[config.mk]
export PLATFORM = sky130hd
export DESIGN_NAME = i2c_byte_ctrl
export DESIGN_NICKNAME = d
export VERILOG_FILES = /design/src/rtl/i2c_byte_ctrl.sv
export SDC_FILE = /design/constraint.sdc
export NUM_CORES = 1
export LEC_CHECK = 0
export ABC_AREA = 1
export BUFFER_PORTS_ARGS = -buffer_cell sky130_fd_sc_hd__buf_2
export CORE_ASPECT_RATIO = 1.1
export CORE_UTILIZATION = 40
export CTS_CLUSTER_DIAMETER = 30
export DETAILED_ROUTE_END_ITERATION = 12
export PLACE_DENSITY = 0.75
export SETUP_SLACK_MARGIN = 0.15
export SKIP_LAST_GASP = 1
export SYNTH_ARGS = -nofsm -noshare
export SYNTH_HDL_FRONTEND = slang
export SYNTH_SLANG_ARGS = --single-unit
[constraint.sdc]
create_clock -name clk -period 1.5 [get_ports clk]
set_clock_uncertainty 0.2 [all_clocks]
set_input_delay 0.225 -clock clk [delete_from_list [all_inputs] [get_ports clk]]
set_output_delay 0.225 -clock clk [all_outputs]
set_load 0.01 [all_outputs]
[src/rtl/i2c_byte_ctrl.sv]
`default_nettype none
// ============================================================================
// Module : i2c_byte_ctrl
// Bit-level I2C master engine: START / STOP / WRITE byte / READ byte with a
// quarter-bit timebase, driving an external 4-bit bit counter.
// Rev    : 1.0  initial release
// ============================================================================
module i2c_byte_ctrl #(
  parameter int QDIV = 4
) (
  input  logic       clk,
  input  logic       rst,
  input  logic       cmd_valid,
  input  logic [1:0] cmd,
  output logic       cmd_ready,
  input  logic [7:0] wr_data,
  input  logic       rd_nack,
  output logic       done,
  output logic [7:0] rd_data,
  output logic       ack_out,
  output logic       busy,
  output logic       scl_oe,
  output logic       sda_oe,
  input  logic       sda_in,
  output logic       rst_count_2,
  output logic       count_inc,
  input  logic [3:0] count
);

  localparam int            QW     = (QDIV > 1) ? $clog2(QDIV) : 1;
  localparam logic [QW-1:0] Q_LAST = QW'(QDIV - 1);

  localparam logic [1:0] CMD_START = 2'b00;
  localparam logic [1:0] CMD_STOP  = 2'b01;

  typedef enum logic [2:0] {
    S_IDLE  = 3'd0,
    S_START = 3'd1,
    S_STOP  = 3'd2,
    S_BIT   = 3'd3,
    S_DONE  = 3'd4
  } state_t;

  state_t        state_q, state_d;
  logic [QW-1:0] qcnt_q, qcnt_d;
  logic [1:0]    ph_q, ph_d;
  logic          busy_q, busy_d;
  logic          sda_hold_q, sda_hold_d;
  logic          is_read_q, is_read_d;
  logic [7:0]    wr_byte_q, wr_byte_d;
  logic          nack_q, nack_d;
  logic [7:0]    shift_q, shift_d;
  logic [7:0]    rd_data_q, rd_data_d;
  logic          ack_q, ack_d;

  logic          accept;
  logic          q_last;
  logic          ph_end;
  logic          last_bit;
  logic [2:0]    bit_idx;
  logic          bit_sda;

  assign cmd_ready   = (state_q == S_IDLE);
  assign accept      = cmd_valid & cmd_ready & ~rst;
  assign q_last      = (qcnt_q == Q_LAST);
  assign ph_end      = q_last & (ph_q == 2'd3);
  // Counter values 9..15 are folded onto the ACK slot.
  assign last_bit    = count[3];
  assign bit_idx     = 3'd7 - count[2:0];

  assign done        = (state_q == S_DONE);
  assign count_inc   = (state_q == S_BIT) & ph_end;
  assign rst_count_2 = accept & cmd[1];
  assign rd_data     = rd_data_q;
  assign ack_out     = ack_q;
  assign busy        = busy_q;

  always_comb begin
    bit_sda = 1'b0;
    if (last_bit)       bit_sda = is_read_q & ~nack_q;
    else if (!is_read_q) bit_sda = ~wr_byte_q[bit_idx];
  end

  always_comb begin
    state_d    = state_q;
    qcnt_d     = '0;
    ph_d       = 2'd0;
    busy_d     = busy_q;
    sda_hold_d = sda_hold_q;
    is_read_d  = is_read_q;
    wr_byte_d  = wr_byte_q;
    nack_d     = nack_q;
    shift_d    = shift_q;
    rd_data_d  = rd_data_q;
    ack_d      = ack_q;
    // Between commands an owned bus keeps SCL low and SDA where it was left.
    scl_oe     = busy_q;
    sda_oe     = busy_q & sda_hold_q;

    if (state_q inside {S_START, S_STOP, S_BIT}) begin
      qcnt_d = q_last ? '0 : qcnt_q + QW'(1);
      ph_d   = q_last ? ph_q + 2'd1 : ph_q;
    end

    case (state_q)
      S_IDLE: begin
        if (accept) begin
          if (cmd == CMD_START) begin
            state_d = S_START;
          end else if (cmd == CMD_STOP) begin
            state_d = busy_q ? S_STOP : S_DONE;
          end else begin
            state_d   = S_BIT;
            is_read_d = cmd[0];
            wr_byte_d = wr_data;
            nack_d    = rd_nack;
          end
        end
      end
      S_START: begin
        scl_oe = (ph_q == 2'd0) ? busy_q : (ph_q == 2'd3);
        sda_oe = ph_q[1];
        if (ph_end) begin
          state_d = S_DONE;
          busy_d  = 1'b1;
        end
      end
      S_STOP: begin
        scl_oe = (ph_q == 2'd0);
        sda_oe = ~ph_q[1];
        if (ph_end) begin
          state_d = S_DONE;
          busy_d  = 1'b0;
        end
      end
      S_BIT: begin
        scl_oe = ~ph_q[1];
        sda_oe = bit_sda;
        // SCL has been released for a full quarter when SDA is sampled.
        if (q_last && ph_q == 2'd2) begin
          if (is_read_q && !last_bit) shift_d = {shift_q[6:0], sda_in};
          if (!is_read_q && last_bit) ack_d = sda_in;
        end
        if (ph_end && last_bit) begin
          state_d = S_DONE;
          if (is_read_q) rd_data_d = shift_q;
        end
      end
      S_DONE: begin
        state_d = S_IDLE;
      end
      default: begin
        state_d = S_IDLE;
      end
    endcase

    if (state_q inside {S_START, S_STOP, S_BIT}) sda_hold_d = sda_oe;
  end

  always_ff @(posedge clk) begin
    if (rst) begin
      state_q    <= S_IDLE;
      qcnt_q     <= '0;
      ph_q       <= 2'd0;
      busy_q     <= 1'b0;
      sda_hold_q <= 1'b0;
      is_read_q  <= 1'b0;
      wr_byte_q  <= 8'd0;
      nack_q     <= 1'b0;
      shift_q    <= 8'd0;
      rd_data_q  <= 8'd0;
      ack_q      <= 1'b0;
    end else begin
      state_q    <= state_d;
      qcnt_q     <= qcnt_d;
      ph_q       <= ph_d;
      busy_q     <= busy_d;
      sda_hold_q <= sda_hold_d;
      is_read_q  <= is_read_d;
      wr_byte_q  <= wr_byte_d;
      nack_q     <= nack_d;
      shift_q    <= shift_d;
      rd_data_q  <= rd_data_d;
      ack_q      <= ack_d;
    end
  end

endmodule
`default_nettype wire

-- After elaboration in Yosys (flattened, before gate mapping)
Index checks and enable logic that the tools add are counted.
- add/subtract/negate cells: 3
- $lt $le $gt $ge: 1
- equal/unequal tests: 13
- multiplexer cells: 17
- bitwise logic cells: 14
- reduce and logical (&&, ||, !) cells: 20
- operators with widths (cell ; number):
    3-bit 2-to-1 mux ; 6
    3-bit AND reduction ; 5
    3-bit one-hot mux with 3 select lines ; 1
    1-bit AND ; 7
    1-bit inverter ; 7
    2-bit equality test, second input constant ; 3
    3-bit by 2-bit equality test with 1-bit output, second input constant ; 2
    1-bit 2-to-1 mux ; 6
    2-bit by 1-bit inequality test with 1-bit output, second input constant ; 3
    1-bit one-hot mux with 3 select lines ; 2
    2-bit by 1-bit adder with 2-bit output, second input constant ; 2
    1-bit logical AND ; 4
    2-bit zero test ; 2
    3-bit by 4-bit < comparator with 1-bit output, second input constant ; 1
    2-bit inequality test, second input constant ; 2
    4-bit AND reduction ; 1
    2-bit OR reduction ; 2
    1-bit binary-select mux with 3-bit select ; 1
    3-bit by 1-bit equality test with 1-bit output, second input constant ; 1
    3-bit equality test, second input constant ; 1
    3-bit zero test ; 1
    3-bit nonzero test ; 1
    3-bit OR reduction ; 1
    3-bit subtractor, first input constant ; 1
    other kinds (4) ; 5
- flip-flop bits (word level): 36
- output and inout port bits: 16

-- Depth between registers and ports, before layout
- depth in word-level cells: 7
- mapped depth: 10
- gate-level depth less buffers: 10

-- Worst setup path after synthesis
No wires, ideal clock.
- path kind: register to register
- from: register qcnt_q[0]
- to: register rd_data_q[5] (netlist: rd_data[5])
- arrival time: 1.259 ns
- data required time: 1.234 ns
- path slack: -0.025 ns
- cell stages (with the launch flop): 9
- path buffers: 1
- clock period less this slack: 1.525 ns
- cell sequence: dfxtp_1 ha_1 nand2_2 inv_2 nand2_2 nor3_4 buf_6 o21ai_1 a21oi_2
- longest elaborated chain between the ends: 4
- RTL lines (element ; line ; source):
    from (decl) ; 45 ; logic [QW-1:0] qcnt_q, qcnt_d;
    from (signal assigned) ; 175 ; qcnt_q <= qcnt_d;
    2-bit equality test ; 65 ; assign q_last = (qcnt_q == Q_LAST);
    1-bit AND ; 66 ; assign ph_end = q_last & (ph_q == 2'd3);
    1-bit logical AND ; 144 ; if (ph_end && last_bit) begin
    3-bit AND reduction (no source line) ; n/a ;
    to (signal assigned) ; 183 ; rd_data_q <= rd_data_d;
    to (decl) ; 53 ; logic [7:0] rd_data_q, rd_data_d;
No other way between the ends.
A chain may end at the register's enable or synchronous reset.

-- Worst setup path in the final report
- from: register state_q[0]
- to: output port scl_oe
- longest elaborated chain between the ends: 2
- elaborated cells on any way between the ends: 4
- RTL lines (element ; line ; source):
    from (decl) ; 44 ; state_t state_q, state_d;
    from (signal assigned) ; 174 ; state_q <= state_d;
    3-bit by 2-bit equality test with 1-bit output / 3-bit by 1-bit equality test with 1-bit output (equally long branches) ; 105 ; case (state_q)
    1-bit one-hot mux with 3 select lines (*) ; 105 ;
    to (decl) ; 22 ; output logic scl_oe,
Every way passes the cells marked *; elsewhere a longest branch is shown, timed or not.

==> flow_summary.json <==
{
  "hold_slack_ns": 0.02944,
  "synth.avg_cell_area_um2": 7.572,
  "crit_path_max_incr_delay_ns": 0.41,
  "core_mm2": 0.003741,
  "drt_iter0_drc": 80,
  "ys_types": 28,
  "startpoint_type": "register",
  "drt-wirelength-per-cell_um": 13.04,
  "final_util_pct": 69.67,
  "place_area_mm2": 0.001934,
  "start_util_pct": 42.91,
  "drc_errors": 0,
  "crit_fanout": 4,
  "synth_area_leaders": "dfxtp_1, nand2_1, o21ai_0",
  "rsz0062_at_grt": "yes",
  "final_common_cell": "nand2_1",
  "clk_latency_ns": 0.29,
  "clock_sinks": 36,
  "synth_nets": 235,
  "diodes": 0,
  "outcome": "finished with violations",
  "place_congestion": 0.7882,
  "clk_path_buf_depth": 2,
  "cp_cell_sequence": "inv_4 -> nor3_4 -> o211ai_1 -> nand3_1 -> buf_2",
  "via_count": 1660,
  "vias_per_cell": 4.940,
  "finalWorstSetupSlack_ns": -0.2678,
  "track_usage_pct": 21.32,
  "dr.pass1.iters": 4,
  "peakVddDrop_mv": 0.6699,
  "io_buffers": 34,
  "cts-root-buf": "clkbuf_8",
  "post-place-ws_ns": -0.03514,
  "die_y_um": 68.44,
  "ys_ff_latch": 36,
  "dp_hpwl_mm": 2.317,
  "finalPower_mw": 2.168,
  "ys.warnings.count": 0,
  "arrival_ns": 1.34,
  "finalHoldViolCount": 0,
  "clkTransAtPathRegs_ns": 0.07,
  "fin_crit_ns": 1.768,
  "yosysSeqAreaShare_pct": 44.89,
  "htree_levels": 2,
  "grt_overflow": 0,
  "fin_area_mm2": 0.002606,
  "antenna_found_initial": 0,
  "first_global_vias": 1608,
  "max_slew_margin_pct": 72.44,
  "die_x_um": 62.40,
  "syn_to_final_growth_pct": 62.35,
  "yosys.area.top_type": "dfxtp_1",
  "cts_made_buffers": 5,
  "ios": 35,
  "final_antenna_net_count": 0,
  "layout_common_cells": "nand2_1, buf_2, dfxtp_1, inv_1",
  "p_leak_nw": 1.141,
  "critPathSlowestCell": "dfxtp_4",
  "synthCells": 212,
  "grt_max_degree": 29,
  "die_area_mm2": 0.004271,
  "regToRegSetupSlack_ns": -0.17,
  "crit_type": "reg2out",
  "rows": 23,
  "cap_violations": 0,
  "hp-class": "in2reg",
  "power_density_mw_per_mm2": 832.0,
  "cp.required_ns": 1.07,
  "violations": "setup timing",
  "worst_pin_slew_ns": 0.4119,
  "setup_viol": 30,
  "wirelength_mm": 4.382,
  "slew_violations": 0,
  "nNetsFinal": 308,
  "grt_first_pass_wirelength_mm": 7.044,
  "cts_tree": "yes",
  "finalCritPeriodShare_pct": 117.9,
  "drive_gt1_share_pct": 50.70,
  "synth_top_cell_area_share_pct": 44.89,
  "max_freq_ghz": 0.5657,
  "synth.cell_area_mm2": 0.001605,
  "end_kind": "primary output"
}
registers in the layout (all words and copies together) (netlist names):
name        flops
rd_data         8
shift_q         8
wr_byte_q       8
state_q         3
ph_q            2
qcnt_q          2
ack_out         1
busy            1
is_read_q       1
nack_q          1
sda_hold_q      1
per-stage QoR:
stage / TNS, ns / instances
after floorplan: 0 / 212
after global placement: -0.03657 / 300
after detailed placement: -0.09623 / 300
after CTS: -1.624 / 330
after global routing: -6.182 / 336
final: -3.580 / 336
cell type report:
| class | instances | area [um^2] |
|---|---|---|
| fillers | 286 | 1135 |
| repair buffers | 72 | 564.3 |
| inverters | 29 | 116.4 |
| flip-flops and latches | 36 | 744.5 |
| clock inverters | 3 | 42.54 |
| well taps | 50 | 62.56 |
| multi-input cells | 141 | 1007 |
| clock buffers | 5 | 68.82 |
worst paths after layout:
kind	from	cells past startpoint	end
min reg2reg	qcnt_q[0]	1	qcnt_q[0]
max reg2reg	ph_q[0]	9	rd_data[1]
max	state_q[0]	5	scl_oe
min	sda_in	3	ack_out
Yosys cell counts:
library cell / instances
a21oi_1: 22
a21oi_2: 1
a22oi_1: 1
a41oi_1: 1
buf_2: 2
buf_6: 2
clkbuf_1: 1
clkbuf_2: 1
clkbuf_8: 1
dfxtp_1: 36
ha_1: 4
inv_1: 28
inv_2: 1
nand2_1: 45
nand2_2: 3
nand3_1: 11
nand3_2: 1
nand3b_1: 1
nor2_1: 10
nor3_1: 3
nor3_2: 1
nor3_4: 1
o211ai_1: 2
o211ai_2: 1
o21ai_0: 27
o21ai_1: 2
o21ai_2: 1
o31ai_1: 2
per-layer routing:
layer  vias to the layer above  global-route usage [%]  wire length [um]
met5                         -                       0                 0
met1                       762                   23.66              1890
met4                         0                   8.430               131
met2                        40                   39.54              2156
met3                        15                   5.333               202
li1                        843                       -                 -
kinds of logic after synthesis:
group	synth area share, %
and+or+nand+nor	21.12
buffers and inverters	10.21
AOI/OAI and AO/OA	20.65
DFF	44.89
adders and majority gates	3.118
report_power, final:
| part | internal [mW] | switching [mW] |
|---|---|---|
| sequential | 0.981 | 0.0260 |
| combinational | 0.149 | 0.163 |
| clock | 0.492 | 0.358 |
| total | 1.62 | 0.547 |
worst max-delay path, delay by kind of cell, from the launching register on:
kind | cells | cell delay (ns)
AO/OA/AOI/OAI | 1 | 0.13
buffers and inverters | 2 | 0.17
flip-flops | 1 | 0.41
AND/OR/NAND/NOR | 2 | 0.34
timing repair:
| action | CTS | global route |
|---|---|---|
| gates resized for setup | 68 | 33 |
| cloned | 2 | 0 |
| setup endpoints to repair | 35 | 41 |
| setup buffers | 10 | 6 |
| hold endpoints to repair | 10 | 0 |
| pin swaps | 27 | 15 |
| hold buffers | 10 | 0 |
Power figures use the tool's default switching activity.
